<file path="src/rtl/uart_rx_sample_assembler.sv">
`default_nettype none
// ============================================================================
// Module      : uart_rx_sample_assembler
// Description : 8N1 UART receiver that packs little-endian bytes into
//               SAMPLE_W-bit samples, with framing-error and flush handling.
// Revision    : 1.0 - initial release
// ============================================================================
module uart_rx_sample_assembler #(
    parameter int CLKS_PER_BIT = 16,
    parameter int SAMPLE_W     = 16
) (
    input  logic                clk,
    input  logic                rst,
    input  logic                rx,
    input  logic                flush,
    output logic [SAMPLE_W-1:0] sample_out,
    output logic                sample_valid,
    output logic                frame_err,
    output logic                busy
);

    localparam int c_BYTES = SAMPLE_W / 8;
    localparam int c_CNT_W = $clog2(CLKS_PER_BIT);
    localparam int c_IDX_W = (c_BYTES > 1) ? $clog2(c_BYTES) : 1;

    localparam logic [c_CNT_W-1:0] c_HALF = c_CNT_W'(CLKS_PER_BIT / 2 - 1);
    localparam logic [c_CNT_W-1:0] c_FULL = c_CNT_W'(CLKS_PER_BIT - 1);
    localparam logic [c_IDX_W-1:0] c_LAST = c_IDX_W'(c_BYTES - 1);

    localparam logic [2:0] c_ST_IDLE      = 3'd0;
    localparam logic [2:0] c_ST_START     = 3'd1;
    localparam logic [2:0] c_ST_DATA      = 3'd2;
    localparam logic [2:0] c_ST_STOP      = 3'd3;
    localparam logic [2:0] c_ST_WAIT_HIGH = 3'd4;

    logic [1:0]          r_sync;
    logic [2:0]          r_state;
    logic [c_CNT_W-1:0]  r_clk_cnt;
    logic [2:0]          r_bit_idx;
    logic [c_IDX_W-1:0]  r_byte_idx;
    logic [7:0]          r_shift;
    logic [SAMPLE_W-1:0] r_asm;
    logic [SAMPLE_W-1:0] r_sample_out;
    logic                r_sample_valid;
    logic                r_frame_err;

    logic                w_rxs;
    logic [2:0]          w_state_nxt;
    logic [c_CNT_W-1:0]  w_clk_cnt_nxt;
    logic [2:0]          w_bit_idx_nxt;
    logic [c_IDX_W-1:0]  w_byte_idx_nxt;
    logic [7:0]          w_shift_nxt;
    logic [SAMPLE_W-1:0] w_asm_nxt;
    logic [SAMPLE_W-1:0] w_asm_ins;
    logic [SAMPLE_W-1:0] w_sample_out_nxt;
    logic                w_sample_valid_nxt;
    logic                w_frame_err_nxt;

    // Synchronizer resets to the idle-high line level so reset cannot fake a start bit.
    always_ff @(posedge clk) begin
        if (!rst) begin
            r_sync <= 2'b11;
        end else begin
            r_sync <= {r_sync[0], rx};
        end
    end

    assign w_rxs = r_sync[1];

    always_comb begin
        w_state_nxt        = r_state;
        w_clk_cnt_nxt      = r_clk_cnt;
        w_bit_idx_nxt      = r_bit_idx;
        w_byte_idx_nxt     = r_byte_idx;
        w_shift_nxt        = r_shift;
        w_asm_nxt          = r_asm;
        w_sample_out_nxt   = r_sample_out;
        w_sample_valid_nxt = 1'b0;
        w_frame_err_nxt    = 1'b0;
        w_asm_ins          = r_asm;
        w_asm_ins[{r_byte_idx, 3'b000} +: 8] = r_shift;

        case (r_state)
            c_ST_IDLE: begin
                if (!w_rxs) begin
                    w_state_nxt   = c_ST_START;
                    w_clk_cnt_nxt = '0;
                end
            end
            c_ST_START: begin
                if (r_clk_cnt == c_HALF) begin
                    w_clk_cnt_nxt = '0;
                    w_bit_idx_nxt = '0;
                    w_state_nxt   = w_rxs ? c_ST_IDLE : c_ST_DATA;
                end else begin
                    w_clk_cnt_nxt = r_clk_cnt + 1'b1;
                end
            end
            c_ST_DATA: begin
                if (r_clk_cnt == c_FULL) begin
                    w_clk_cnt_nxt = '0;
                    w_shift_nxt   = {w_rxs, r_shift[7:1]};
                    if (r_bit_idx == 3'd7) begin
                        w_bit_idx_nxt = '0;
                        w_state_nxt   = c_ST_STOP;
                    end else begin
                        w_bit_idx_nxt = r_bit_idx + 1'b1;
                    end
                end else begin
                    w_clk_cnt_nxt = r_clk_cnt + 1'b1;
                end
            end
            c_ST_STOP: begin
                if (r_clk_cnt == c_FULL) begin
                    w_clk_cnt_nxt = '0;
                    if (w_rxs) begin
                        w_state_nxt = c_ST_IDLE;
                        if (r_byte_idx == c_LAST) begin
                            w_sample_out_nxt   = w_asm_ins;
                            w_sample_valid_nxt = 1'b1;
                            w_asm_nxt          = '0;
                            w_byte_idx_nxt     = '0;
                        end else begin
                            w_asm_nxt      = w_asm_ins;
                            w_byte_idx_nxt = r_byte_idx + 1'b1;
                        end
                    end else begin
                        // Bad stop bit drops the whole partial sample, not just this byte.
                        w_frame_err_nxt = 1'b1;
                        w_byte_idx_nxt  = '0;
                        w_asm_nxt       = '0;
                        w_state_nxt     = c_ST_WAIT_HIGH;
                    end
                end else begin
                    w_clk_cnt_nxt = r_clk_cnt + 1'b1;
                end
            end
            c_ST_WAIT_HIGH: begin
                if (w_rxs) begin
                    w_state_nxt = c_ST_IDLE;
                end
            end
            default: begin
                w_state_nxt = c_ST_IDLE;
            end
        endcase

        // Flush outranks any completion or framing error landing in the same cycle.
        if (flush) begin
            w_state_nxt        = w_rxs ? c_ST_IDLE : c_ST_WAIT_HIGH;
            w_clk_cnt_nxt      = '0;
            w_bit_idx_nxt      = '0;
            w_byte_idx_nxt     = '0;
            w_shift_nxt        = '0;
            w_asm_nxt          = '0;
            w_sample_out_nxt   = '0;
            w_sample_valid_nxt = 1'b0;
            w_frame_err_nxt    = 1'b0;
        end
    end

    always_ff @(posedge clk) begin
        if (!rst) begin
            r_state        <= c_ST_IDLE;
            r_clk_cnt      <= '0;
            r_bit_idx      <= '0;
            r_byte_idx     <= '0;
            r_shift        <= '0;
            r_asm          <= '0;
            r_sample_out   <= '0;
            r_sample_valid <= 1'b0;
            r_frame_err    <= 1'b0;
        end else begin
            r_state        <= w_state_nxt;
            r_clk_cnt      <= w_clk_cnt_nxt;
            r_bit_idx      <= w_bit_idx_nxt;
            r_byte_idx     <= w_byte_idx_nxt;
            r_shift        <= w_shift_nxt;
            r_asm          <= w_asm_nxt;
            r_sample_out   <= w_sample_out_nxt;
            r_sample_valid <= w_sample_valid_nxt;
            r_frame_err    <= w_frame_err_nxt;
        end
    end

    assign sample_out   = r_sample_out;
    assign sample_valid = r_sample_valid;
    assign frame_err    = r_frame_err;
    assign busy         = (r_state != c_ST_IDLE);

endmodule
`default_nettype wire
</file>
<file path="config.mk">
export PLATFORM = sky130hd
export DESIGN_NAME = uart_rx_sample_assembler
export DESIGN_NICKNAME = d
export VERILOG_FILES = /design/src/rtl/uart_rx_sample_assembler.sv
export SDC_FILE = /design/constraint.sdc
export NUM_CORES = 1
export LEC_CHECK = 0
export ABC_AREA = 1
export BUFFER_PORTS_ARGS = -buffer_cell sky130_fd_sc_hd__buf_2
export CORE_ASPECT_RATIO = 0.75
export CORE_UTILIZATION = 25
export DETAILED_ROUTE_END_ITERATION = 10
export GPL_ROUTABILITY_DRIVEN = 0
export GPL_TIMING_DRIVEN = 0
export PLACE_DENSITY = 0.51
export SETUP_SLACK_MARGIN = 0.3
export SLEW_MARGIN = 20
export SYNTH_ARGS = -nofsm -noshare
export SYNTH_HDL_FRONTEND = slang
export SYNTH_SLANG_ARGS = --single-unit
</file>
<file path="constraint.sdc">
create_clock -name clk -period 1.5 [get_ports clk]
set_input_delay 0.15 -clock clk [delete_from_list [all_inputs] [get_ports clk]]
set_output_delay 0.15 -clock clk [all_outputs]
set_load 0.02 [all_outputs]
</file>
==> results.toml <==
[sta]
timing_worst_slew_pin_value_ns = 0.605
slew_limit_headroom_pct = 59.6
hold_violations = 0
slew_violations = 0
timing.clock.skew_ns = 0.00776
timing.final.crit_share_pct = 93.6
maxClockFrequency_ghz = 0.712
worst_slack_ns = 0.0957
hold-worst-slack_ns = 0.0166
setup_viol = 0
fin_crit_ns = 1.40
rsz0062_at_grt = "yes"

[detailed_routing]
met3RoutedLength_um = 194
dr.pass1.iters = 4
postRouteWirelength_um = 5260
ant_nets = 0
drt_iter0_markers = 71
wl_per_cell_um = 12.4
maxUsedRoutingLayer = "met4"
m1WireLength_um = 2810
routed-wl-met2_um = 2180
number_of_drc_violations_after_detailed_routing = 0
post_drt_via_cell_ratio = 4.44
route.vias.total = 1878

[worst_setup_path]
worst_reg_to_reg_cells = 5
crit_path_category = "flip-flop to flip-flop"
worstPathArrival_ns = 1.64
end_kind = "flip-flop"
worstReg2RegStart = "r_byte_idx"
startpoint = "r_byte_idx"
r2r_end = "sample_out[7]"
path_max_fanout = 10
cp.required_ns = 1.74
setup_crit_end = "sample_out[7]"
setup.worst_path.start_class = "flip-flop"
regToRegSetupSlack_ns = 0.1

[logic_synthesis]
netlist_instances = 270
synth.net_count = 277
synthDominantAreaCellType = "sky130_fd_sc_hd__dfxtp_1"
yosys-top-cells-area = "sky130_fd_sc_hd__dfxtp_1 48%, sky130_fd_sc_hd__nand2_1 12%, sky130_fd_sc_hd__a21oi_1 7.7%"
ys_warn_count = 0
ys_ff_latch = 48
synth.lib_cells_used.distinct = 25
netlist.area_leader.share_pct = 47.7
postSynthAreaPerCell_um2 = 7.47
synthesis.area_um2 = 2020
synth.yosys.seq_area_share_pct = 47.7

[hold_path]
whs_path_depth = 3
min_path_type = "input pin to flip-flop"
hold_path_startpoint = "rx"

[clock_network]
clock_tree.buffer_depth = 2
cts_made_buffers = 5
tritoncts = "built"
clock-root-buffer = "sky130_fd_sc_hd__clkbuf_8"
insertion_delay_ns = 0.30
clock_sink_count = 48
cts.reportedPaths.clkPinSlew_ns = 0.09
htree_num_levels = 2

[power]
p_int_mw = 2.16
power.switching_fraction_pct = 20.4
combinationalPowerShare_pct = 5.7
power.clock.fraction_pct = 46.8
p_switching_mw = 0.554
power.ir.vdd_worst_uv = 334
cellPowerDensity_nw_per_um2 = 962
power_leakage_nw = 1.15
power.sequential.fraction_pct = 47.5

[floorplanning]
initial_core_util_pct = 26.6
die_h_um = 79.8
row_count = 27
floorplan.io_pins = 23
dieArea_um2 = 8430
core_area_um2 = 7570
floorplan.die.width_um = 106

[layout]
synthToLayoutAreaGrowth_pct = 40.2
fin_nets = 328
final_common_cell = "sky130_fd_sc_hd__nand2_1"
mostFrequentLayoutCells = "60 x sky130_fd_sc_hd__nand2_1, 39 x sky130_fd_sc_hd__dfxtp_1, 27 x sky130_fd_sc_hd__nor2_1, 27 x sky130_fd_sc_hd__a21oi_1, 24 x sky130_fd_sc_hd__buf_2"
post_route_cells_drive_above_1_share_pct = 35.7
antenna_cells = 0
n_fill_cell = 797
layout.area.seq_um2 = 982
multiInputGateArea_um2 = 1060

[place]
preCtsSetupSlack_ns = -0.00826
numPortBuffers = 22
detailed_place_hpwl_um = 3420

[global_route]
grt.total_usage_pct = 13.3
wire_length_of_the_first_global_routing_pass_um = 8630
gr-total-overflow = 0
maximum_number_of_pins_on_one_net_before_global_route_repair = 16
first_global_vias = 1750
grt_antenna_before_repair = 0

[flow_run]
max_cap_violations = 0

[outcome]
status = "completed"
sequential cells by signal, indices dropped and copies added (netlist names), 2 cells and up:
| register | count |
|---|---|
| r_clk_cnt | 4 |
| r_state | 3 |
| r_shift | 8 |
| r_asm | 9 |
| sample_out | 16 |
| r_sync | 2 |
| r_bit_idx | 3 |
worst min-delay path by stage:
stage,endpoint,slack (ns)
2_1_floorplan,r_sync[0],0.22
3_3_place_gp,r_sync[0],0.33
3_5_place_dp,r_sync[0],0.33
4_1_cts,r_sync[0],0.005
5_1_grt,r_sync[0],0.04
6_report,r_sync[0],0.02
worst max-delay path, stage by stage, from the launching register on:
cell and delay [ns]:
sky130_fd_sc_hd__dfxtp_2 0.37, sky130_fd_sc_hd__buf_4 0.19, sky130_fd_sc_hd__buf_2 0.20, sky130_fd_sc_hd__o21ai_0 0.35
sky130_fd_sc_hd__nand2_1 0.12, sky130_fd_sc_hd__a21oi_2 0.12
kinds of logic (layout without fill, tap and decap cells):
kind of cell	count (synthesis)	count (layout)	share of synthesized area, %
flops	48	48	47.7
buf+inv	38	90	7.88
fa+ha+maj	3	3	1.86
xor+xnor	1	1	0.435
simple gates	115	115	25.1
compound gates	65	65	17.1
area by class of cell:
class | count | area share (%)
Clock inverter | 3 | 3.19
Timing Repair inverter | 1 | 0.310
Sequential cell | 48 | 34.7
Clock buffer | 5 | 2.43
Tap cell | 101 | 4.47
Multi-Input combinational cell | 184 | 37.6
Inverter | 28 | 4.43
Buffer | 10 | 2.52
Timing Repair Buffer | 43 | 10.3
stage by stage:
step                instance area (um2)  setup TNS, ns  util, %  instances  total power [mW]
finish                             2830              0     37.4        423              2.72
global route                       2830              0     37.4        423              2.82
CTS                                2680              0     35.4        416              2.74
detailed placement                 2310        -0.0105     30.6        393              1.45
global placement                   2310       -0.00478     30.6        393              1.45
floorplan                          2080              0        -        270              1.41
power groups by stage:
stage / clock (mW) / sequential [mW] / combinational (mW)
finish: 1.27 / 1.29 / 0.156
global route: 1.35 / 1.29 / 0.173
CTS: 1.31 / 1.29 / 0.141
detailed placement: 0 / 1.32 / 0.126
global placement: 0 / 1.32 / 0.125
floorplan: 0 / 1.32 / 0.0920
cell usage after synthesis:
cell	count
sky130_fd_sc_hd__inv_1	25
sky130_fd_sc_hd__inv_2	1
sky130_fd_sc_hd__buf_6	1
sky130_fd_sc_hd__nand3_2	1
sky130_fd_sc_hd__a31oi_1	1
sky130_fd_sc_hd__o21ai_0	28
sky130_fd_sc_hd__clkbuf_1	3
sky130_fd_sc_hd__a21oi_2	4
sky130_fd_sc_hd__nand3_1	7
sky130_fd_sc_hd__clkinv_1	1
sky130_fd_sc_hd__a22oi_1	1
sky130_fd_sc_hd__nor2_4	2
sky130_fd_sc_hd__clkinv_2	1
sky130_fd_sc_hd__nand2_4	1
sky130_fd_sc_hd__buf_2	6
sky130_fd_sc_hd__nor4_4	1
sky130_fd_sc_hd__nand3_4	1
sky130_fd_sc_hd__nand2_1	67
sky130_fd_sc_hd__xnor2_1	1
sky130_fd_sc_hd__dfxtp_1	48
sky130_fd_sc_hd__nor3_1	2
sky130_fd_sc_hd__nor2_2	1
sky130_fd_sc_hd__ha_1	3
sky130_fd_sc_hd__nor2_1	32
sky130_fd_sc_hd__a21oi_1	31
routing by layer:
metal  up-vias  GRT usage [%]
li1        975              -
met1       869           18.4
met2        27           20.3
met3         7           2.78
met4         0           5.00
met5         -              0
repair_timing:
item / in CTS / in global routing
hold buffers: 0 / 0
pin swaps: 11 / 12
setup buffers: 14 / 6
resized for setup: 32 / 43
setup endpoints to repair: 46 / 46
cloned: 1 / 1
Note: power is estimated with default switching activity, not from simulation.
